File: src/rtl/arb_pkg.sv
// Shared types and helpers for the two-requester memory port arbiter.
package arb_pkg;

  // Arbiter ownership states: nobody, instruction fetch, or load/store
  typedef enum logic [1:0] {
    IDLE = 2'd0,
    OWN0 = 2'd1,
    OWN1 = 2'd2
  } state_t;

  // Requester indices on the shared port
  localparam int REQ_IFETCH = 0;
  localparam int REQ_LDST   = 1;

  // Round-robin choice between two requesters.
  // Returns {valid, index}; on a tie the requester that did not own last wins.
  function automatic logic [1:0] rr_pick(input logic [1:0] req, input logic last);
    logic valid;
    logic idx;
    valid = |req;
    if (req == 2'b11) begin
      idx = ~last;
    end else if (req[1]) begin
      idx = 1'b1;
    end else begin
      idx = 1'b0;
    end
    return {valid, idx};
  endfunction

endpackage

File: src/rtl/mem_port_arb2_hold_timer.sv
// Watchdog hold counter: counts cycles a grant is held and flags the last
// allowed cycle. With TIMEOUT=0 the counter stays at zero and never expires.
module hold_timer #(
  parameter int TIMEOUT = 16
) (
  input  logic clk,
  input  logic reset,
  input  logic clear,
  input  logic en,
  output logic expire
);

  localparam int CW = (TIMEOUT > 0) ? $clog2(TIMEOUT + 1) : 1;

  logic [CW-1:0] count;

  // Count held cycles, restart on every grant entry, saturate at TIMEOUT
  always_ff @(posedge clk or posedge reset) begin
    if (reset) begin
      count <= '0;
    end else if (clear) begin
      count <= '0;
    end else if (en && (int'(count) < TIMEOUT)) begin
      count <= count + 1'b1;
    end
  end

  assign expire = (TIMEOUT > 0) && (int'(count) == TIMEOUT - 1);

endmodule

File: src/rtl/mem_port_arb2.sv
// Round-robin arbiter with transaction lock sharing one memory port between
// instruction fetch (requester 0) and load/store (requester 1).
module mem_port_arb2
  import arb_pkg::*;
#(
  parameter int TIMEOUT = 16
) (
  input  logic       clk,
  input  logic       reset,
  input  logic [1:0] req,
  input  logic       done,
  output logic [1:0] grant,
  output logic       sel,
  output logic       busy,
  output logic       timeout_err
);

  state_t     state;
  state_t     state_next;
  logic       last;
  logic       owner;
  logic       rel_now;
  logic       wd_expire;
  logic       timer_expire;
  logic       timer_clear;
  logic       timer_en;
  logic [1:0] pick;

  assign owner = (state == OWN1);

  // The timer restarts whenever nobody owns the port or ownership is released
  assign timer_clear = (state == IDLE) | rel_now;
  assign timer_en    = ~timer_clear;

  hold_timer #(
    .TIMEOUT (TIMEOUT)
  ) u_hold_timer (
    .clk    (clk),
    .reset  (reset),
    .clear  (timer_clear),
    .en     (timer_en),
    .expire (timer_expire)
  );

  // State register
  always_ff @(posedge clk or posedge reset) begin
    if (reset) begin
      state <= IDLE;
    end else begin
      state <= state_next;
    end
  end

  // Next-state: arbitrate when idle or on release; done beats the watchdog
  always_comb begin
    wd_expire  = (state != IDLE) & timer_expire & ~done & req[owner];
    rel_now    = (state != IDLE) & (done | ~req[owner] | wd_expire);
    pick       = rr_pick(req, (state == IDLE) ? last : owner);
    state_next = state;
    if ((state == IDLE) || rel_now) begin
      if (pick[1]) begin
        state_next = pick[0] ? OWN1 : OWN0;
      end else begin
        state_next = IDLE;
      end
    end
  end

  // Registered side outputs: mux select moves only with a new grant,
  // round-robin history updates on release, error pulses after expiry
  always_ff @(posedge clk or posedge reset) begin
    if (reset) begin
      sel         <= 1'b0;
      last        <= 1'b1;
      timeout_err <= 1'b0;
    end else begin
      timeout_err <= wd_expire;
      if (rel_now) begin
        last <= owner;
      end
      if (state_next != IDLE) begin
        sel <= (state_next == OWN1);
      end
    end
  end

  // Output decode from the state register
  always_comb begin
    grant             = 2'b00;
    grant[REQ_IFETCH] = (state == OWN0);
    grant[REQ_LDST]   = (state == OWN1);
    busy              = (state != IDLE);
  end

endmodule

File: config.mk
export PLATFORM = sky130hd
export DESIGN_NAME = mem_port_arb2
export DESIGN_NICKNAME = d
export VERILOG_FILES = /design/src/rtl/arb_pkg.sv /design/src/rtl/mem_port_arb2_hold_timer.sv /design/src/rtl/mem_port_arb2.sv
export SDC_FILE = /design/constraint.sdc
export NUM_CORES = 1
export LEC_CHECK = 0
export ABC_CLOCK_PERIOD_IN_PS = 2300
export CORE_AREA = 2 2 39 41
export CTS_CLUSTER_SIZE = 30
export DETAILED_ROUTE_END_ITERATION = 10
export DIE_AREA = 0 0 41 43
export PLACE_DENSITY = 0.7
export RECOVER_POWER = 100
export SYNTH_ARGS = -nofsm -noshare
export SYNTH_HDL_FRONTEND = slang
export SYNTH_HIERARCHICAL = 1
export SYNTH_SLANG_ARGS = --single-unit
export TNS_END_PERCENT = 5
File: constraint.sdc
create_clock -name clk -period 2.3 [get_ports clk]
set_clock_uncertainty 0.1 [all_clocks]
set_input_delay 0.575 -clock clk [delete_from_list [all_inputs] [get_ports clk]]
set_output_delay 0.575 -clock clk [all_outputs]
set_load 0.005 [all_outputs]
==> results.tsv, run 1 <==
metric	value	unit
pwr-share-comb	19.1	%
cts_resized	0	
setup.worst_path.start	state[0]$_DFF_PP0_	
synthesis.nets	63	
top_layer	met4	
p_int	0.335	mW
place_hpwl	842	um
cts_setup_buffers	0	
crit_arrival	1520	ps
clockRootBuffer	clkbuf_4	
synth-seq-cells	10	
clkPwrFrac	35.2	%
power.density	588	mW/mm2
end_kind	output port	
timing.final.crit_share	95.3	%
drv_cap	0	
die_w	41	um
wl	1010	um
ir_worst_vdd	0.264	mV
drc	0	
gp_congestion	0.751	
worstHoldStart	last$_DFFE_PP1P_	
switchingPower	0.104	mW
tightest_slew	298	ps
placed_area	714	um2
cp_max_fo	8	
yosys_warnings	6	
overflow	0	
cts_tree	yes	
path_clk_slew	70	ps
critical_path_class	reg2out	
ios	10	
synthDistinctLibCells	32	
seq_area_frac_synth	45.6	%
nNetsFinal	84	
rsz0062_at_grt	no	
rows	14	
reg2reg_from	u_hold_timer/count[0]$_DFFE_PP0P_	
cts_max_level	1	
die_h	43	um
fin_area	747	um2
drtIter0Drc	3	
die-area	0.00176	mm2
synth_cells	56	
grt_pass1_wl	1820	um
antenna_cells	0	
grt_pass1_vias	463	
routedWlPerCell	11.0	um
area_growth	35.4	%
relSlewSlack	80.1	%
hold_buffers	0	
cts_buffer_depth	2	
start_util	39.9	%
route.met3.wl	31	um
dp_cells	88	
min_period	2190	ps
antenna_found_initial	0	
grt_max_degree	9	
synthesis.area	552	um2
grt_usage	15.5	%
wl_met1	445	um
vias_per_cell	4.84	
status	completed	
drive_above_1_share	17.1	%
clock-sinks	10	
via_count	445	
setup_viol_count_final	0	
drv_slew	0	
port_buffers	9	
final_cells	92	
fmax	0.456	GHz
wl_met2	532	um
core_area	0.00138	mm2
hold_viol	0	
critPathLaunchType	flip-flop	
antenna_left	0	
worst-endpoint-required	1620	ps
power_frac_seq	45.7	%
numCtsBuffers	3	
worstSkewPairLatency	260	ps
total_leakage_power	0.346	nW
synth.avg_cell_area	9.85	um2
drtPass1Iterations	2	
hold_path_class	reg2reg	
sw_frac_of_total	23.8	%
-- placed cells by master (no fill, tap or decap), drive strengths merged, types with 2 or more instances in the layout --
cell / count
dfrtp: 9
buf: 7
dlygate4sd3: 6
nor2: 5
inv: 5
clkbuf: 5
a21oi: 4
nor2b: 4
clkdlybuf4s50: 3
nor3b: 2
nand2: 2
o21ai: 2
ha: 2
-- routing by layer --
layer	vias up	global-route usage, %
li1	233	-
met1	203	18.9
met2	7	24.4
met3	2	1.57
met4	0	10.0
met5	-	0
-- through the flow --
stage / utilization (%) / setup TNS, ps / setup WS, ps / hold WS, ps / total power [mW]
2_1_floorplan: - / 0 / 226 / 253 / 0.247
3_3_place_gp: 51.6 / -59.5 / -59.5 / 400 / 0.294
3_5_place_dp: 51.6 / -64.9 / -64.9 / 411 / 0.295
4_1_cts: 54.2 / 0 / 152 / 420 / 0.454
5_1_grt: 54.0 / 0 / 26.4 / 478 / 0.468
6_report: 54.0 / 0 / 109 / 434 / 0.439
-- cell type report --
class	instances	area, um2
Sequential cell	10	251
Inverter	5	18.8
Tap cell	16	20.0
Timing Repair Buffer	17	146
Multi-Input combinational cell	40	274
Fill cell	137	637
Clock buffer	4	36.3
-- state kept, by name (all words and copies together), names as in the netlist --
| signal | count |
|---|---|
| sel | 1 |
| timeout_err | 1 |
| state | 2 |
| last | 1 |
| u_hold_timer/count | 5 |
-- power by group through the flow --
stage          clock (mW)  combinational, mW  sequential [mW]
6_report            0.155             0.0839            0.201
5_1_grt             0.169             0.0956            0.204
4_1_cts             0.162             0.0917            0.201
3_5_place_dp            0             0.0913            0.204
3_3_place_gp            0             0.0902            0.204
2_1_floorplan           0             0.0452            0.202
-- kinds of logic (layout without fill, tap and decap cells) --
logic type,count (synthesis),in the layout,synth area share (%)
AO/OA/AOI/OAI,12,12,14.1
adder cells (fa/ha/maj),2,2,4.53
AND/OR/NAND/NOR,22,22,24.0
multiplexers,2,2,3.85
flip-flops,10,10,45.6
XOR/XNOR,2,2,3.18
buffers and inverters,6,26,4.76
-- final timing paths --
check | depth (start not counted) | slack [ps] | endpoint
hold / removal | 2 | 430 | last$_DFFE_PP1P_
min in group asynchronous | 2 | 570 | timeout_err$_DFF_PP0_
hold reg to reg | 2 | 430 | last$_DFFE_PP1P_
max in group asynchronous | 2 | 1300 | last$_DFFE_PP1P_
setup reg to reg | 7 | 170 | u_hold_timer/count[3]$_DFFE_PP0P_
setup / recovery | 2 | 110 | busy
-- worst max-delay path: stages (launching register included) --
cell and delay (ps):
dfrtp_1 440, or2_1 240, dlygate4sd3_1 570
-- cell usage after synthesis --
master	count	area (um2)
a21boi_1	1	7.51
a21oi_1	4	20.0
a22o_1	1	8.76
and3_1	1	6.26
buf_4	1	7.51
dfrtp_1	9	225
dfstp_2	1	26.3
ha_1	2	25.0
inv_1	5	18.8
mux2_1	1	11.3
mux2i_1	1	10.0
nand2_1	2	7.51
nand2b_1	1	6.26
nand3_1	1	5.00
nand3b_1	1	7.51
nand4_1	1	6.26
nor2_1	5	18.8
nor2b_1	3	18.8
nor2b_4	1	13.8
nor3_1	1	5.00
nor3b_1	2	15.0
o211ai_1	1	7.51
o21a_1	1	7.51
o21ai_0	1	5.00
o21ai_1	1	5.00
o21bai_1	1	7.51
o2bb2ai_1	1	8.76
or2_1	1	6.26
or2b_1	1	7.51
or3b_1	1	8.76
xnor2_1	1	8.76
xor2_1	1	8.76
(Power assumes the default switching activity.)
==> run 2: changes to the inputs <==
- CTS_CLUSTER_DIAMETER: default -> 60
==> results of run 2 <==
No change in the layout: final DEF, timing and power equal those of run 1.
==> run 3: changes to the inputs <==
- ABC_CLOCK_PERIOD_IN_PS: 2300 -> 2770
- clock period: 2.3 -> 2.77 ns (I/O delays scaled with it)
==> results.tsv, run 3 (same netlist as run 1, synthesis figures left out) <==
metric	value	unit	change
rows	14		unchanged
grt_usage	14.4	%	-1.1 points
grt_pass1_wl	1710	um	-6.0%
die_h	43	um	unchanged
cts_buffer_depth	2		unchanged
worst-endpoint-required	2820	ps	+1200 ps
dp_cells	81		-8.0%
power.density	512	mW/mm2	-13%
overflow	0		unchanged
fin_hold_ws	445	ps	+10.9 ps
vias_per_cell	5.28		+9.2%
drv_cap	0		unchanged
final_common_cell	dfrtp_1		
timing.final.crit_share	86.7	%	
core_area	0.00138	mm2	unchanged
drc	0		unchanged
status	completed		
min_period	2400	ps	
ios	10		unchanged
hold_path_class	reg2reg		
worst_slack	370	ps	+261 ps
setup_viol_count_final	0		unchanged
top_regs	u_hold_timer/count (5), state (2)		
drtIter0Drc	10		+7
port_buffers	9		unchanged
ir_worst_vdd	0.354	mV	+34%
antenna_cells	0		unchanged
tns	0	ps	unchanged
worstSkewPairLatency	270	ps	about the same
die-area	0.00176	mm2	unchanged
largest_register	u_hold_timer/count		
gp_congestion	0.675		-10%
antenna_left	0		unchanged
tightest_slew	320	ps	+22.3 ps
fmax	0.417	GHz	
area_growth	26.5	%	
relSlewSlack	78.5	%	-1.6 points
critical_path_class	in2reg		
routedWlPerCell	11.4	um	+3.7%
total_leakage_power	0.317	nW	-8.4%
place_hpwl	806	um	-4.3%
grt_pass1_vias	434		-6.3%
wl	971	um	-4.1%
largest_reg_flops	5		unchanged
hold_viol	0		unchanged
final_util	50.5	%	-3.5 points
critPathLaunchType	input pin		
end_kind	flip-flop		
cts_resized	0		unchanged
start_util	39.9	%	unchanged
via_count	449		+0.90%
antenna_found_initial	0		unchanged
path_clk_slew	60	ps	about the same
cp_max_fo	5		-3
cts_max_level	1		unchanged
fillers	125		-8.8%
clockRootBuffer	clkbuf_4		
clock-sinks	10		unchanged
grt_max_degree	9		unchanged
cts_tree	yes		
rsz0062_at_grt	no		
mostFrequentLayoutCells	dfrtp_1, dlygate4sd3_1, nor2_1, inv_1, a21oi_1		
crit_arrival	2450	ps	+930 ps
numCtsBuffers	3		unchanged
nNetsFinal	77		-8.3%
hold_buffers	0		unchanged
drtPass1Iterations	4		+2
die_w	41	um	unchanged
cts_setup_buffers	0		unchanged
final_cells	85		-7.6%
drv_slew	0		unchanged
drive_above_1_share	10.1	%	-7.0 points
pre_cts_slack	162	ps	+227 ps
## run 3: power breakdown
part	total, mW	switching (mW)	internal, mW
Sequential	0.167	0.00986	0.157
Clock	0.130	0.0500	0.0799
Combinational	0.0602	0.0273	0.0329
## run 3: cell type report
type	instances	area, um2	share of cell area, %
clock buffer	4	36.3	5.20
inverter	5	18.8	2.69
multi-input combinational	40	274	39.2
sequential	10	251	36.0
tap	16	20.0	2.87
timing repair buffer	10	97.6	14.0
## run 3: final timing paths
check / startpoint / endpoint / slack, ps / cells past startpoint
setup reg to reg: u_hold_timer/count[0]$_DFFE_PP0P_ / u_hold_timer/count[3]$_DFFE_PP0P_ / 510 / 7
hold reg to reg: last$_DFFE_PP1P_ / last$_DFFE_PP1P_ / 440 / 2
setup / recovery: req[1] / u_hold_timer/count[3]$_DFFE_PP0P_ / 370 / 6
max in group asynchronous: reset / last$_DFFE_PP1P_ / 1660 / 2
hold / removal: last$_DFFE_PP1P_ / last$_DFFE_PP1P_ / 440 / 2
min in group asynchronous: reset / timeout_err$_DFF_PP0_ / 680 / 2
## run 3: metrics by stage
| stage | power [mW] | area (um2) |
|---|---|---|
| final | 0.357 | 698 |
| after global routing | 0.378 | 698 |
| after CTS | 0.369 | 698 |
| after detailed placement | 0.235 | 662 |
| after global placement | 0.234 | 662 |
| after floorplan | 0.205 | 552 |
## run 3: metal layers
layer	GRT usage [%]	share of wire [%]	up-vias
li1	-	-	219
met1	19.0	41	215
met2	21.9	50	13
met3	3.14	6.4	2
met4	6.00	2.1	0
met5	0	0	-
## run 3: critical path: stages
cell and delay (ps):
dlygate4sd3_1 620, a21boi_0 160, nor3_1 290, nor2b_4 250, nand4_1 120, mux2_1 310
